--- config.mk ---
export PLATFORM = sky130hd
export DESIGN_NAME = pattern_gen_flat
export DESIGN_NICKNAME = d
export VERILOG_FILES = /design/src/rtl/pattern_gen_if.sv /design/src/rtl/pattern_gen.sv /design/src/flat_wrapper.sv
export SDC_FILE = /design/constraint.sdc
export NUM_CORES = 1
export LEC_CHECK = 0
export ABC_CLOCK_PERIOD_IN_PS = 5300
export BUFFER_PORTS_ARGS = -buffer_cell sky130_fd_sc_hd__buf_4
export CAP_MARGIN = 40
export CORE_MARGIN = 2
export CORE_UTILIZATION = 25
export CTS_CLUSTER_DIAMETER = 150
export DETAILED_ROUTE_END_ITERATION = 7
export RECOVER_POWER = 100
export SLEW_MARGIN = 20
export SYNTH_ARGS = -nofsm -noshare
export SYNTH_HDL_FRONTEND = slang
export SYNTH_SLANG_ARGS = --single-unit
--- constraint.sdc ---
create_clock -name DCLK -period 5.3 [get_ports DCLK]
set_input_delay 0.795 -clock DCLK [delete_from_list [all_inputs] [get_ports DCLK]]
set_output_delay 0.795 -clock DCLK [all_outputs]
set_load 0.01 [all_outputs]
--- src/rtl/pattern_gen_if.sv ---
// Video link between the sync generator and the pattern generator: SG_* timing in, DSP_* pixels out.
// The master modport is the sync-generator side; the slave modport is the pattern generator.
interface pattern_gen_if;
  logic       VRSTART;
  logic       SG_HSYNC_X;
  logic       SG_VSYNC_X;
  logic       SG_preDE;
  logic       DSP_HSYNC_X;
  logic       DSP_VSYNC_X;
  logic       DSP_DE;
  logic [7:0] DSP_R;
  logic [7:0] DSP_G;
  logic [7:0] DSP_B;

  modport master (
    output VRSTART, SG_HSYNC_X, SG_VSYNC_X, SG_preDE,
    input  DSP_HSYNC_X, DSP_VSYNC_X, DSP_DE, DSP_R, DSP_G, DSP_B
  );

  modport slave (
    input  VRSTART, SG_HSYNC_X, SG_VSYNC_X, SG_preDE,
    output DSP_HSYNC_X, DSP_VSYNC_X, DSP_DE, DSP_R, DSP_G, DSP_B
  );
endinterface

--- src/rtl/pattern_gen.sv ---
// Test-pattern generator: colour bars, gray ramp, checkerboard, bouncing box, auto-cycle; 1-cycle registered output.
// Optional white frame border around the active area when PATTERN_BORDER_EN is defined.
module pattern_gen #(
  parameter int BOX_SIZE    = 64,
  parameter int BOX_STEP    = 4,
  parameter int AUTO_FRAMES = 120,
  parameter int CHK_LOG2    = 5
) (
  input  logic       DCLK,
  input  logic       DRST_X,
  input  logic [1:0] RESOL,
  input  logic [2:0] PSEL,
  pattern_gen_if.slave vid
);

  typedef enum logic { INC, DEC } dir_t;

  typedef struct packed {
    logic [10:0] pos;
    dir_t        dir;
  } axis_t;

  localparam logic [10:0] SIZE      = 11'(BOX_SIZE);
  localparam logic [10:0] STEP      = 11'(BOX_STEP);
  localparam logic [7:0]  AUTO_LAST = 8'(AUTO_FRAMES - 1);

  function automatic logic [10:0] res_w(input logic [1:0] r);
    case (r)
      2'd0:    return 11'd640;
      2'd1:    return 11'd800;
      2'd2:    return 11'd1024;
      default: return 11'd1280;
    endcase
  endfunction

  function automatic logic [10:0] res_h(input logic [1:0] r);
    case (r)
      2'd0:    return 11'd480;
      2'd1:    return 11'd600;
      2'd2:    return 11'd768;
      default: return 11'd1024;
    endcase
  endfunction

  function automatic logic [7:0] res_bw(input logic [1:0] r);
    case (r)
      2'd0:    return 8'd80;
      2'd1:    return 8'd100;
      2'd2:    return 8'd128;
      default: return 8'd160;
    endcase
  endfunction

  // One bounce step per frame; a position past a shrunken limit snaps to it and heads back.
  function automatic axis_t step_axis(input axis_t a, input logic [10:0] lim);
    axis_t n;
    n = a;
    if (a.pos > lim) begin
      n.pos = lim;
      n.dir = DEC;
    end else if (a.dir == INC) begin
      if ({1'b0, a.pos} + {1'b0, STEP} > {1'b0, lim}) begin
        n.pos = lim;
        n.dir = DEC;
      end else begin
        n.pos = a.pos + STEP;
      end
    end else begin
      if (a.pos < STEP) begin
        n.pos = '0;
        n.dir = INC;
      end else begin
        n.pos = a.pos - STEP;
      end
    end
    return n;
  endfunction

  logic        vr_d, pre_d, active;
  logic [1:0]  res_q, pat;
  logic [7:0]  fcnt;
  logic [10:0] xcnt, ycnt;
  axis_t       bx, by;
  logic        fs, line_end, draw;
  logic [2:0]  bar;
  logic        in_x, in_y;
  logic [23:0] pix;

  assign fs       = vid.VRSTART & ~vr_d;
  assign line_end = pre_d & ~vid.SG_preDE;
  assign draw     = vid.SG_preDE & (active | fs);

  // NOTE: every variable gets a default at the top of an always_comb so no path leaves it unassigned (no latch).
  always_comb begin
    pix  = '0;
    bar  = '0;
    in_x = (xcnt >= bx.pos) && ({1'b0, xcnt} < {1'b0, bx.pos} + 12'(BOX_SIZE));
    in_y = (ycnt >= by.pos) && ({1'b0, ycnt} < {1'b0, by.pos} + 12'(BOX_SIZE));
    case (pat)
      2'd0: begin
        for (int k = 1; k < 8; k++)
          if (xcnt >= 11'(k) * {3'b000, res_bw(res_q)}) bar = bar + 3'd1;
        // Bar order white..black maps onto inverted index bits.
        pix = {{8{~bar[1]}}, {8{~bar[2]}}, {8{~bar[0]}}};
      end
      2'd1:    pix = {3{xcnt[7:0]}};
      2'd2:    pix = (xcnt[CHK_LOG2] ^ ycnt[CHK_LOG2]) ? 24'hFFFFFF : 24'h000000;
      default: pix = (in_x && in_y) ? 24'hFFFFFF : 24'h0000FF;
    endcase
`ifdef PATTERN_BORDER_EN
    if (xcnt == 11'd0 || xcnt == res_w(res_q) - 11'd1 ||
        ycnt == 11'd0 || ycnt == res_h(res_q) - 11'd1)
      pix = 24'hFFFFFF;
`endif
  end

  // NOTE: sequential state uses non-blocking assignments so every register samples pre-edge values.
  always_ff @(posedge DCLK) begin
    // NOTE: reset is synchronous; DRST_X is only looked at on a DCLK edge.
    if (!DRST_X) begin
      vr_d            <= 1'b0;
      pre_d           <= 1'b0;
      active          <= 1'b0;
      res_q           <= 2'd0;
      pat             <= 2'd0;
      fcnt            <= 8'd0;
      xcnt            <= 11'd0;
      ycnt            <= 11'd0;
      bx              <= '{pos: 11'd0, dir: INC};
      by              <= '{pos: 11'd0, dir: INC};
      vid.DSP_HSYNC_X <= 1'b1;
      vid.DSP_VSYNC_X <= 1'b1;
      vid.DSP_DE      <= 1'b0;
      {vid.DSP_R, vid.DSP_G, vid.DSP_B} <= 24'h0;
    end else begin
      vr_d            <= vid.VRSTART;
      pre_d           <= vid.SG_preDE;
      vid.DSP_HSYNC_X <= vid.SG_HSYNC_X;
      vid.DSP_VSYNC_X <= vid.SG_VSYNC_X;
      vid.DSP_DE      <= draw;
      {vid.DSP_R, vid.DSP_G, vid.DSP_B} <= draw ? pix : 24'h0;
      xcnt            <= vid.SG_preDE ? xcnt + 11'd1 : 11'd0;

      if (fs) begin
        active <= 1'b1;
        res_q  <= RESOL;
        ycnt   <= 11'd0;
        bx     <= step_axis(bx, res_w(RESOL) - SIZE);
        by     <= step_axis(by, res_h(RESOL) - SIZE);
        if (PSEL[2]) begin
          if (fcnt == AUTO_LAST) begin
            fcnt <= 8'd0;
            pat  <= pat + 2'd1;
          end else begin
            fcnt <= fcnt + 8'd1;
          end
        end else begin
          fcnt <= 8'd0;
          pat  <= PSEL[1:0];
        end
      end else if (line_end && ycnt < res_h(res_q) - 11'd1) begin
        ycnt <= ycnt + 11'd1;
      end
    end
  end

endmodule

--- src/flat_wrapper.sv ---
// flat-port wrapper written by rule: the top's interface ports become plain ports
module pattern_gen_flat 
#(
  parameter int BOX_SIZE    = 64,
  parameter int BOX_STEP    = 4,
  parameter int AUTO_FRAMES = 120,
  parameter int CHK_LOG2    = 5
)
  (DCLK, DRST_X, RESOL, PSEL, vid_VRSTART, vid_SG_HSYNC_X, vid_SG_VSYNC_X, vid_SG_preDE, vid_DSP_HSYNC_X, vid_DSP_VSYNC_X, vid_DSP_DE, vid_DSP_R, vid_DSP_G, vid_DSP_B);
  pattern_gen_if vid_i ();
  input  logic DCLK;
  input  logic DRST_X;
  input  logic [1:0] RESOL;
  input  logic [2:0] PSEL;
  input wire logic [$bits(vid_i.VRSTART)-1:0] vid_VRSTART;
  input wire logic [$bits(vid_i.SG_HSYNC_X)-1:0] vid_SG_HSYNC_X;
  input wire logic [$bits(vid_i.SG_VSYNC_X)-1:0] vid_SG_VSYNC_X;
  input wire logic [$bits(vid_i.SG_preDE)-1:0] vid_SG_preDE;
  output wire logic [$bits(vid_i.DSP_HSYNC_X)-1:0] vid_DSP_HSYNC_X;
  output wire logic [$bits(vid_i.DSP_VSYNC_X)-1:0] vid_DSP_VSYNC_X;
  output wire logic [$bits(vid_i.DSP_DE)-1:0] vid_DSP_DE;
  output wire logic [$bits(vid_i.DSP_R)-1:0] vid_DSP_R;
  output wire logic [$bits(vid_i.DSP_G)-1:0] vid_DSP_G;
  output wire logic [$bits(vid_i.DSP_B)-1:0] vid_DSP_B;
  assign vid_i.VRSTART = vid_VRSTART;
  assign vid_i.SG_HSYNC_X = vid_SG_HSYNC_X;
  assign vid_i.SG_VSYNC_X = vid_SG_VSYNC_X;
  assign vid_i.SG_preDE = vid_SG_preDE;
  assign vid_DSP_HSYNC_X = vid_i.DSP_HSYNC_X;
  assign vid_DSP_VSYNC_X = vid_i.DSP_VSYNC_X;
  assign vid_DSP_DE = vid_i.DSP_DE;
  assign vid_DSP_R = vid_i.DSP_R;
  assign vid_DSP_G = vid_i.DSP_G;
  assign vid_DSP_B = vid_i.DSP_B;
  pattern_gen #(.BOX_SIZE(BOX_SIZE), .BOX_STEP(BOX_STEP), .AUTO_FRAMES(AUTO_FRAMES), .CHK_LOG2(CHK_LOG2)) u_core (.DCLK(DCLK), .DRST_X(DRST_X), .RESOL(RESOL), .PSEL(PSEL), .vid(vid_i));
endmodule
=== Yosys cells after proc, flatten, opt, wreduce, memory -nomap -nowiden ===
Index checks and enable logic that the tools add are counted.

* Reduce and logical (&&, ||, !) cells: 11
* Multiplexer cells: 44
* Bitwise operators: 11
* Add/sub/neg operators: 21
* Multiply operators: 4
* Magnitude comparators: 18
* Eq/ne operators: 8

{| class="wikitable"
|+ Operator list
! cell !! count
|-
| $mux 11 || 10
|-
| $pmux 11 s3 || 3
|-
| $pmux 24 s3 || 1
|-
| $ge 11x11->1 || 5
|-
| $mux 12 || 4
|-
| $mux 24 || 2
|-
| $mux 3 || 13
|-
| $add 11x3->12 const B || 2
|-
| $add 11x7->12 const B || 2
|-
| $gt 12x11->1 || 2
|-
| $lt 11x12->1 || 2
|-
| $mux 8 || 3
|-
| $pmux 8 s3 || 1
|-
| $add 11x1->11 const B || 2
|-
| $add 11x3->11 const B || 2
|-
| $ge 11x10->1 || 2
|-
| $gt 11x11->1 || 2
|-
| $lt 11x3->1 const B || 2
|-
| $mul 3x8->11 const A || 2
|-
| $sub 11x3->11 const B || 2
|-
| $sub 11x7->11 const B || 2
|-
| $mul 2x8->10 const A || 2
|-
| $add 3x1->3 const B || 6
|-
| $ge 11x8->1 || 1
|-
| 19 further kinds || 42
|}

* Register bits: 88
* Logic and storage cells: 135
* Input bits: 11

=== Depth between registers and ports, before layout ===
Gate-level depths: netlist of run 1.

* Word-level depth: 26
* Mapped depth: 26
* Gate-level depth less buffers: 26

=== Worst setup path after synthesis of run 1 ===
No wires, ideal clock.

* Path kind: reg-to-reg
* Start: register u_core.res_q[0]
* End: register u_core.vid.DSP_G[1]
* Slack: -18 ps
* Data required time: 5169 ps
* Library setup time: 131 ps
* Period minus slack after synthesis: 5318 ps
* Stages on the path, launching flop included: 27
* Path buffers: 0
* Arrival: 5187 ps
* Cell sequence: dfxtp_1 inv_1 ha_1 o21bai_1 ha_1 or2_2 a21o_2 o21a_1 ha_1 inv_1 nor2_1 a31oi_1 o211a_4 ha_1 or3_1 nand3_1 and2_2 ha_1 a22oi_2 inv_1 ha_1 inv_1 a211oi_1 xnor3_1 xnor2_1 a21oi_2 o21ai_0

* Longest elaborated chain between the ends: 26
* Elaborated cells on any way between the ends: 38
* Those cells by class: 6 x add/sub; 4 x mul; 7 x order compare; 2 x eq/ne; 17 x mux; 1 x bitwise; 1 x reduce/logical

{| class="wikitable"
|+ RTL lines
! what !! line !! source
|-
| start, declared || pattern_gen.sv:80 || <nowiki>logic [1:0] res_q, pat;</nowiki>
|-
| start signal, assigned || pattern_gen.sv:124 || <nowiki>res_q <= 2'd0;</nowiki>
|-
| start signal, assigned || pattern_gen.sv:146 || <nowiki>res_q <= RESOL;</nowiki>
|-
| $eq 2x2->1, or another cell as far along || pattern_gen.sv:46 || <nowiki>case (r)</nowiki>
|-
| $pmux 8 s3 (*) || pattern_gen.sv:46 ||
|-
| $mux 8 (*) || pattern_gen.sv:99 || <nowiki>case (pat)</nowiki>
|-
| parallel branches: the longest is 19 deep, another holds $ge 11x10->1 || n/a ||
|-
| $mux 3 (*) || pattern_gen.sv:102 || <nowiki>if (xcnt >= 11'(k) * {3'b000, res_bw(res_q)}) bar = bar + 3'd1;</nowiki>
|-
| $mux 3 (*) || pattern_gen.sv:99 ||
|-
| $not 1->1 (*) || pattern_gen.sv:104 || <nowiki>pix = {{8{~bar[1]}}, {8{~bar[2]}}, {8{~bar[0]}}};</nowiki>
|-
| $pmux 24 s3 (*) || pattern_gen.sv:99 ||
|-
| end signal, assigned || pattern_gen.sv:141 || <nowiki>{vid.DSP_R, vid.DSP_G, vid.DSP_B} <= draw ? pix : 24'h0;</nowiki>
|-
| end, declared || pattern_gen_if.sv:22 || <nowiki>output DSP_HSYNC_X, DSP_VSYNC_X, DSP_DE, DSP_R, DSP_G, DSP_B</nowiki>
|}

Mark *: on every way between the ends. The select of a mux whose other input is x is not followed.
A chain may end at the register's enable or synchronous reset.

=== Final worst setup path of run 1 ===
* Start: register u_core.res_q[1]
* End: register u_core.vid.DSP_G[6]

The elaborated chain is that of the path after synthesis.

==> results.json, run 1 <==
{
  "die_h_um": 174,
  "synth_nets": 1016,
  "clk_pin_slew_ps": 70,
  "synth-seq-cells": 84,
  "syn_inst": 870,
  "rr_worst_depth": 27,
  "synth-compound-area-share": 0.229,
  "power_density_nw_per_um2": 204,
  "initial_core_util": 0.253,
  "yosys_warnings": 0,
  "dieWidth_um": 174,
  "area_delta_synth_final_pct": 17.6,
  "antenna_found_initial": 0,
  "final_nets": 1073,
  "synthAdderAreaFrac": 0.234,
  "synth_edf_count": 0,
  "async_reset_ff_frac": 0,
  "grt_pass1_wl_mm": 31.8,
  "final_cells": 1316,
  "reg2reg_from": "u_core.res_q[1]$_SDFFE_PN0P_",
  "crit_start": "u_core.res_q[1]$_SDFFE_PN0P_",
  "drc": 0,
  "worst_slack_ps": 242,
  "finalCritPeriodShare": 0.954,
  "fin_skew_ps": 11.5,
  "synth_top_area_frac": 0.234,
  "rr_endpoint": "u_core.vid.DSP_G[6]$_SDFF_PN0_",
  "grt_usage": 0.127,
  "placed_area_sq_um": 8120,
  "cts_buffers": 9,
  "dr_total_vias": 6630,
  "drt-initial-drc-count": 439,
  "min_from": "u_core.active$_SDFFE_PN0P_",
  "grt_max_degree": 28,
  "port_buffers": 37,
  "routed_via_density": 5.04,
  "r2r_slack_ps": 240,
  "post_drt_wl_per_cell_um": 14.8,
  "outcome": "completed",
  "synth_area_sq_um": 7220,
  "hpwl_mm": 14.6,
  "synth_xor_area_frac": 0.0709,
  "htreeDepth": 3,
  "cts-root-buf": "clkbuf_16",
  "slew_headroom": 0.181,
  "critPathLaunchType": "register",
  "max_freq_mhz": 198,
  "post-place-ws_ps": -255,
  "dieArea_sq_um": 30200,
  "antenna_cells": 0,
  "synth_top_family_by_area": "adder cells",
  "required_ps": 5530,
  "rsz0062_at_grt": "yes",
  "min_period_ps": 5060,
  "gr-total-overflow": 0,
  "setup_viol": 0,
  "synth_top_area_cell": "ha_1",
  "leakage_uw": 0.00345,
  "final_common_cell": "ha_1",
  "drt_wl_total_mm": 19.4,
  "clock_tree.buffer_depth": 2,
  "firstDrtPassIters": 6,
  "coreArea_sq_um": 28500,
  "critPathArrivalTime_ps": 5290,
  "postLayoutCellArea_sq_um": 8490,
  "maxSlewViolCount": 0,
  "crit_fanout": 8,
  "muxShareOfSynthArea": 0.00191,
  "worstHoldPathType": "register to register",
  "vdd_drop_max_v": 0.000152,
  "grt_pass1_vias": 6240,
  "layout-drive-gt1-share": 0.117,
  "insertion_delay_ps": 350,
  "std_cell_rows": 62,
  "worstSetupPathType": "register to register",
  "avgSynthCellArea_sq_um": 8.30,
  "cp-end-kind": "register",
  "min_path_cells": 2,
  "post-place-cells": 1296,
  "maxCapViolations": 0,
  "ant_nets": 0,
  "synth_ff_type": "dfxtp_1",
  "yosys.area_share.simple": 0.182,
  "hold_end": "u_core.active$_SDFFE_PN0P_",
  "synth_area_leaders": "ha_1 (23%), dfxtp_1 (23%), xnor2_1 (4.1%)",
  "synth_cell_types": 76,
  "hold_viol_final": 0,
  "cts_sinks": 84,
  "gp_congestion": 0.866,
  "worst_pin_slew_ps": 1230,
  "tritoncts": "done",
  "synth.yosys.seq_area_share": 0.233,
  "layout_common_cells": "ha_1 (128), dfxtp_1 (82), nor2_1 (71), inv_1 (61), o21ai_0 (54)",
  "io_pins": 38
}
per-stage QoR:
step	TNS [ps]	util	hold WS, ps	power [uW]
after floorplan	0	-	435	989
after detailed placement	-1860	0.285	464	1120
after global placement	-81.3	0.285	451	1120
after global routing	-379	0.297	494	1820
after CTS	0	0.295	476	1750
final	0	0.297	471	1730
Yosys cell counts, types with 12 or more instances:
library cell  number
xor2_1            20
nor3_1            18
a21oi_1           43
a211oi_1          13
o21ai_0           55
nand2_1           51
nand3_1           37
dfxtp_1           84
nor2_1            72
o21a_1            17
o211ai_1          20
ha_1             135
and3_1            12
clkbuf_1          24
xnor2_1           34
inv_1             65
nand4_1           20
critical path: stages, from the launching register on:
cell and delay [ps]:
dfxtp_4 380, inv_4 90, ha_4 150, inv_1 60, buf_4 140, ha_1 310
o21ai_0 360, a31oi_4 50, o21a_1 230, ha_4 290, inv_2 50, a211o_1 270
o211a_4 160, ha_4 210, or3_1 380, nand3_1 90, and2_2 150, ha_1 230
a22oi_2 200, inv_1 60, ha_1 190, inv_1 60, a211oi_2 40, xnor3_1 230
xnor2_1 150, a21oi_2 160, buf_6 130, o21ai_0 90
flip-flops by register name, summed over array words and instances (netlist names):
signal,count
u_core.bx,10
u_core.vid.DSP_VSYNC_X,1
u_core.vid.DSP_DE,1
u_core.ycnt,11
u_core.vid.DSP_HSYNC_X,1
u_core.res_q,2
u_core.active,1
u_core.pat,2
u_core.pre_d,1
u_core.by,10
u_core.vid.DSP_R,8
u_core.xcnt,11
u_core.vid.DSP_B,8
u_core.vid.DSP_G,8
u_core.fcnt,8
u_core.vr_d,1
logic make-up (layout without fill, tap and decap cells):
logic type,count (synthesis),in the layout
flops,84,84
compound gates,236,236
fa+ha+maj,135,135
simple gates,263,263
buf+inv,95,157
mux,1,1
xor+xnor,56,56
per-layer routing:
| layer | track usage | share of wire |
|---|---|---|
| met1 | 0.170 | 0.48 |
| met4 | 0.0385 | 0.017 |
| met3 | 0.0258 | 0.062 |
| met5 | 0 | 0 |
| met2 | 0.204 | 0.44 |
worst max path at each step:
stage | slack (ps) | depth (start not counted) | to
global route | -60 | 27 | u_core.vid.DSP_G[7]$_SDFF_PN0_
global placement | -20 | 25 | u_core.vid.DSP_G[6]$_SDFF_PN0_
detailed placement | -260 | 25 | u_core.vid.DSP_G[6]$_SDFF_PN0_
floorplan | 10 | 25 | u_core.vid.DSP_G[1]$_SDFF_PN0_
CTS | 50 | 26 | u_core.vid.DSP_G[6]$_SDFF_PN0_
finish | 240 | 27 | u_core.vid.DSP_G[6]$_SDFF_PN0_
repair_timing:
action / 4_1_cts / 5_1_grt
setup buffers: 2 / 2
gates cloned: 0 / 0
gates resized for setup: 4 / 33
pin swaps: 2 / 6
hold buffers: 0 / 0
setup endpoints to repair: 8 / 9
power by group:
| part | internal, uW | leakage (uW) | switching [uW] | total, uW |
|---|---|---|---|---|
| clock | 322 | 0.000122 | 291 | 612 |
| combinational | 176 | 0.00265 | 246 | 422 |
| sequential | 659 | 0.000686 | 36.7 | 695 |
| total | 1160 | 0.00345 | 574 | 1730 |
cell type report:
type	count	area, sq um
Clock inverter	6	47.5
Timing Repair Buffer	74	454
Multi-Input combinational cell	691	5330
Tap cell	384	480
Fill cell	3098	20100
Clock buffer	10	229
Inverter	67	259
Sequential cell	84	1690
Power figures use the tool's default switching activity.
==> inputs of run 2 (changes only) <==
- CELL_PAD_IN_SITES_DETAIL_PLACEMENT: not set -> 1
- CELL_PAD_IN_SITES_GLOBAL_PLACEMENT: not set -> 2
- PLACE_DENSITY_LB_ADDON: not set -> 0.1
- SLEW_MARGIN: 20 -> not set
==> results.json, run 2 (synthesis results as in run 1) <==
{
  "drc": 0,
  "maxSlewViolCount": 0,
  "critPathLaunchType": "register",
  "switching_share": 0.348,
  "critPathArrivalTime_ps": 5350,
  "slew_headroom": 0.0392,
  "routed_via_density": 5.10,
  "ant_nets": 0,
  "top_regs": "u_core.xcnt (11), u_core.ycnt (11)",
  "io_pins": 38,
  "gp_congestion": 0.836,
  "pwr-share-comb": 0.245,
  "coreArea_sq_um": 28500,
  "final_nets": 1076,
  "reg2reg_from": "u_core.res_q[0]$_SDFFE_PN0P_",
  "crit_fanout": 5,
  "htreeDepth": 3,
  "worst_pin_slew_ps": 1440,
  "firstDrtPassIters": 4,
  "hpwl_mm": 20.4,
  "cts_sinks": 84,
  "clk_pin_slew_ps": 80,
  "layout_common_cells": "ha_1 (128), dfxtp_1 (82), nor2_1 (71), inv_1 (62)",
  "clock_tree.buffer_depth": 2,
  "final_common_cell": "ha_1",
  "power_density_nw_per_um2": 211,
  "dieArea_sq_um": 30200,
  "drt-initial-drc-count": 315,
  "tritoncts": "done",
  "drt_wl_total_mm": 25.6,
  "crit_start": "u_core.res_q[0]$_SDFFE_PN0P_",
  "p_int_uw": 1170,
  "setup_viol": 0,
  "outcome": "completed",
  "maxCapViolations": 0,
  "cts_hold_buf": 0,
  "postLayoutCellArea_sq_um": 8490,
  "switching_power_uw": 624,
  "cts-root-buf": "clkbuf_16",
  "worstSetupPathType": "register to register",
  "leakage_uw": 0.00348,
  "pwr-share-clk": 0.367,
  "insertion_delay_ps": 360,
  "grt_usage": 0.173,
  "max_freq_mhz": 196,
  "hold_viol_final": 0,
  "finalCritPeriodShare": 0.965,
  "min_period_ps": 5110,
  "fin_skew_ps": 18.5,
  "cts_buffers": 9,
  "dieWidth_um": 174,
  "vdd_drop_max_v": 0.000146,
  "die_h_um": 174,
  "post_drt_wl_per_cell_um": 19.4,
  "layout-drive-gt1-share": 0.118,
  "dr_total_vias": 6731,
  "required_ps": 5530,
  "grt_pass1_vias": 7353,
  "cp-end-kind": "register",
  "final_cells": 1319,
  "gr-total-overflow": 0,
  "area_delta_synth_final_pct": 17.6,
  "initial_core_util": 0.253,
  "grt_pass1_wl_mm": 41.5,
  "std_cell_rows": 62,
  "fin_tns_setup_ps": 0,
  "rr_worst_depth": 26,
  "grt_max_degree": 27,
  "r2r_slack_ps": 190,
  "post-place-cells": 1299,
  "rr_endpoint": "u_core.vid.DSP_G[2]$_SDFF_PN0_",
  "setup.worst_path.end": "u_core.vid.DSP_G[2]$_SDFF_PN0_",
  "power_frac_seq": 0.388,
  "antenna_found_initial": 0,
  "port_buffers": 37,
  "final_util": 0.297,
  "worstHoldPathType": "register to register",
  "placed_area_sq_um": 8150,
  "antenna_cells": 0
}
-- run 2: timing repair --
item	4_1_cts	5_1_grt
endpoints found under the setup margin	8	8
setup buffers	4	0
pin swaps	5	8
resized for setup	14	27
-- run 2: layout make-up --
cell class / count / area, sq um
Fill cell: 3476 / 20100
Multi-Input combinational cell: 691 / 5300
Sequential cell: 84 / 1690
Tap cell: 384 / 480
Timing Repair Buffer: 77 / 462
Inverter: 67 / 262
Clock buffer: 9 / 225
Clock inverter: 7 / 73.8
-- run 2: worst min path at each step --
stage | startpoint | to | slack (ps) | cells past startpoint
3_3_place_gp | u_core.fcnt[1]$_SDFFE_PN0P_ | u_core.fcnt[1]$_SDFFE_PN0P_ | 460 | 2
4_1_cts | u_core.active$_SDFFE_PN0P_ | u_core.active$_SDFFE_PN0P_ | 500 | 2
3_5_place_dp | u_core.active$_SDFFE_PN0P_ | u_core.active$_SDFFE_PN0P_ | 480 | 2
2_1_floorplan | u_core.active$_SDFFE_PN0P_ | u_core.active$_SDFFE_PN0P_ | 430 | 2
6_report | u_core.active$_SDFFE_PN0P_ | u_core.active$_SDFFE_PN0P_ | 490 | 2
5_1_grt | u_core.active$_SDFFE_PN0P_ | u_core.active$_SDFFE_PN0P_ | 530 | 2
-- run 2: power groups by stage --
stage | Clock [uW] | Sequential, uW | Combinational [uW]
after floorplan | 0 | 698 | 291
after global placement | 0 | 712 | 436
after detailed placement | 0 | 712 | 447
after CTS | 683 | 698 | 455
after global routing | 711 | 702 | 497
final | 658 | 696 | 441
-- run 2: worst max-delay path: stages (launching register included) --
cell	delay, ps
dfxtp_4	380
inv_6	80
ha_4	140
nor2_2	50
ha_1	170
or4_4	420
or3_1	350
o21a_2	240
ha_4	260
buf_4	150
a31oi_2	160
o211a_4	210
ha_4	200
or3_4	390
nand3_2	80
and2_4	140
ha_1	230
a22oi_2	190
inv_1	60
ha_1	190
inv_1	80
a211oi_2	40
xnor3_1	200
xnor2_1	160
a21oi_2	200
buf_4	150
o21ai_0	80
-- run 2: per-stage QoR --
step / total power, uW / hold slack, ps / worst slack [ps]
6_report: 1790 / 488 / 187
5_1_grt: 1910 / 526 / -3.13
4_1_cts: 1840 / 501 / 6.49
3_5_place_dp: 1160 / 482 / -310
3_3_place_gp: 1150 / 460 / 48.0
2_1_floorplan: 989 / 435 / 11.9
-- run 2: routing by layer --
layer / global-route usage / up-vias / share of wire
met4: 0.0557 / 0 / 0.025
met1: 0.207 / 3280 / 0.44
met5: 0 / - / 0
met3: 0.0262 / 32 / 0.030
li1: - / 3305 / -
met2: 0.314 / 114 / 0.50
==> inputs of run 3 (changes only) <==
- ABC_CLOCK_PERIOD_IN_PS: 5300 -> 6200
- clock period: 5.3 -> 6.2 ns (I/O delays scaled with it)
==> results.json, run 3 (synthesis results as in run 1) <==
{
  "dieArea_sq_um": 30200,
  "clock_tree.buffer_depth": 2,
  "grt_max_degree": 28,
  "layout_common_cells": "ha_1 (134), dfxtp_1 (83), nor2_1 (71), inv_1 (64), o21ai_0 (56)",
  "outcome": "completed",
  "fin_tns_setup_ps": 0,
  "area_delta_synth_final_pct": 13.0,
  "critPathLaunchType": "register",
  "dieWidth_um": 174,
  "setup_viol": 0,
  "grt_pass1_wl_mm": 39.7,
  "placed_area_sq_um": 7980,
  "ctsResizeCount": 0,
  "maxSlewViolCount": 0,
  "cts_buffers": 9,
  "antenna_found_initial": 1,
  "hold_viol_final": 0,
  "r2r_slack_ps": 490,
  "cts-root-buf": "clkbuf_16",
  "drc": 0,
  "post_drt_wl_per_cell_um": 18.9,
  "worstHoldPathType": "register to register",
  "io_pins": 38,
  "port_buffers": 37,
  "fill_cells": 3444,
  "final_nets": 1050,
  "crit_fanout": 8,
  "coreArea_sq_um": 28500,
  "required_ps": 6430,
  "finalCritPeriodShare": 0.921,
  "critPathArrivalTime_ps": 5940,
  "worst_pin_slew_ps": 1230,
  "postLayoutCellArea_sq_um": 8160,
  "htreeDepth": 3,
  "final_common_cell": "ha_1",
  "worstSetupPathType": "register to register",
  "grt_pass1_vias": 7004,
  "die_h_um": 174,
  "cp-end-kind": "register",
  "maxCapViolations": 0,
  "gr-total-overflow": 0,
  "leakage_uw": 0.00335,
  "insertion_delay_ps": 360,
  "grt_usage": 0.165,
  "layout-drive-gt1-share": 0.0704,
  "post_cts_buffers": 0,
  "drt-initial-drc-count": 280,
  "gp_congestion": 0.791,
  "reg2reg_from": "u_core.res_q[0]$_SDFFE_PN0P_",
  "initial_core_util": 0.253,
  "dr_total_vias": 6595,
  "rsz0062_at_grt": "no",
  "antenna_cells": 0,
  "drt_wl_total_mm": 24.5,
  "min_period_ps": 5710,
  "max_freq_mhz": 175,
  "crit_start": "u_core.res_q[0]$_SDFFE_PN0P_",
  "cts_hold_buf": 0,
  "top_regs": "u_core.xcnt (11), u_core.ycnt (11)",
  "clk_pin_slew_ps": 80,
  "std_cell_rows": 62,
  "firstDrtPassIters": 4,
  "vdd_drop_max_v": 0.000100,
  "tritoncts": "done",
  "cts_sinks": 84,
  "hpwl_mm": 19.2,
  "ant_nets": 0,
  "fin_skew_ps": 18.0,
  "routed_via_density": 5.10,
  "min_from": "u_core.active$_SDFFE_PN0P_",
  "power_density_nw_per_um2": 186,
  "slew_headroom": 0.179
}
[run 3: cell types whose count changed in the layout (fill, tap and decap cells not counted), sizes merged]
cell	before	now
inv	70	68
clkinv	4	6
buf	45	19
[run 3: final cells by class]
type                       count  area [sq um]  share of cell area
clock buffer                   9           225              0.0276
tap                          384           480              0.0589
multi-input combinational    691          5180               0.635
inverter                      67           251              0.0308
sequential                    84          1680               0.206
clock inverter                 7          76.3             0.00936
timing repair buffer          51           263              0.0322
[run 3: final timing paths]
kind	to	depth (start not counted)
max	u_core.vid.DSP_G[0]$_SDFF_PN0_	25
max reg2reg	u_core.vid.DSP_G[0]$_SDFF_PN0_	25
min reg2reg	u_core.active$_SDFFE_PN0P_	2
min	u_core.active$_SDFFE_PN0P_	2
[run 3: power breakdown]
part,internal (uW),switching [uW]
combinational,136,216
clock,286,280
sequential,563,31.8
[run 3: per-layer routing]
layer | track usage | vias to the layer above | share of wire
met4 | 0.0522 | 0 | 0.022
met1 | 0.206 | 3226 | 0.47
met3 | 0.0238 | 33 | 0.028
met5 | 0 | - | 0
li1 | - | 3246 | -
met2 | 0.292 | 90 | 0.48
[run 3: metrics by stage]
step / total power, uW / hold slack (ps) / util / instances / setup WS [ps]
finish: 1510 / 476 / 0.286 / 1293 / 493
global route: 1610 / 511 / 0.286 / 1293 / 56.9
CTS: 1560 / 480 / 0.290 / 1293 / 126
detailed placement: 974 / 463 / 0.279 / 1277 / 132
global placement: 967 / 458 / 0.279 / 1277 / 409
floorplan: 845 / 435 / - / 870 / 882
[run 3: worst max-delay path, stage by stage (launching register included)]
cell	delay [ps]
dfxtp_1	460
ha_1	320
nor2_2	130
ha_1	190
or4_1	440
or3_1	330
o21a_1	230
ha_1	360
inv_1	140
nor2_1	60
a31oi_1	210
o211a_4	240
ha_1	260
or3_1	420
nand3_1	90
and2_2	140
ha_1	140
a22oi_2	80
inv_1	80
ha_1	140
inv_1	40
a211oi_1	240
xnor3_1	280
xnor2_1	140
a21oi_2	280
o21ai_0	140
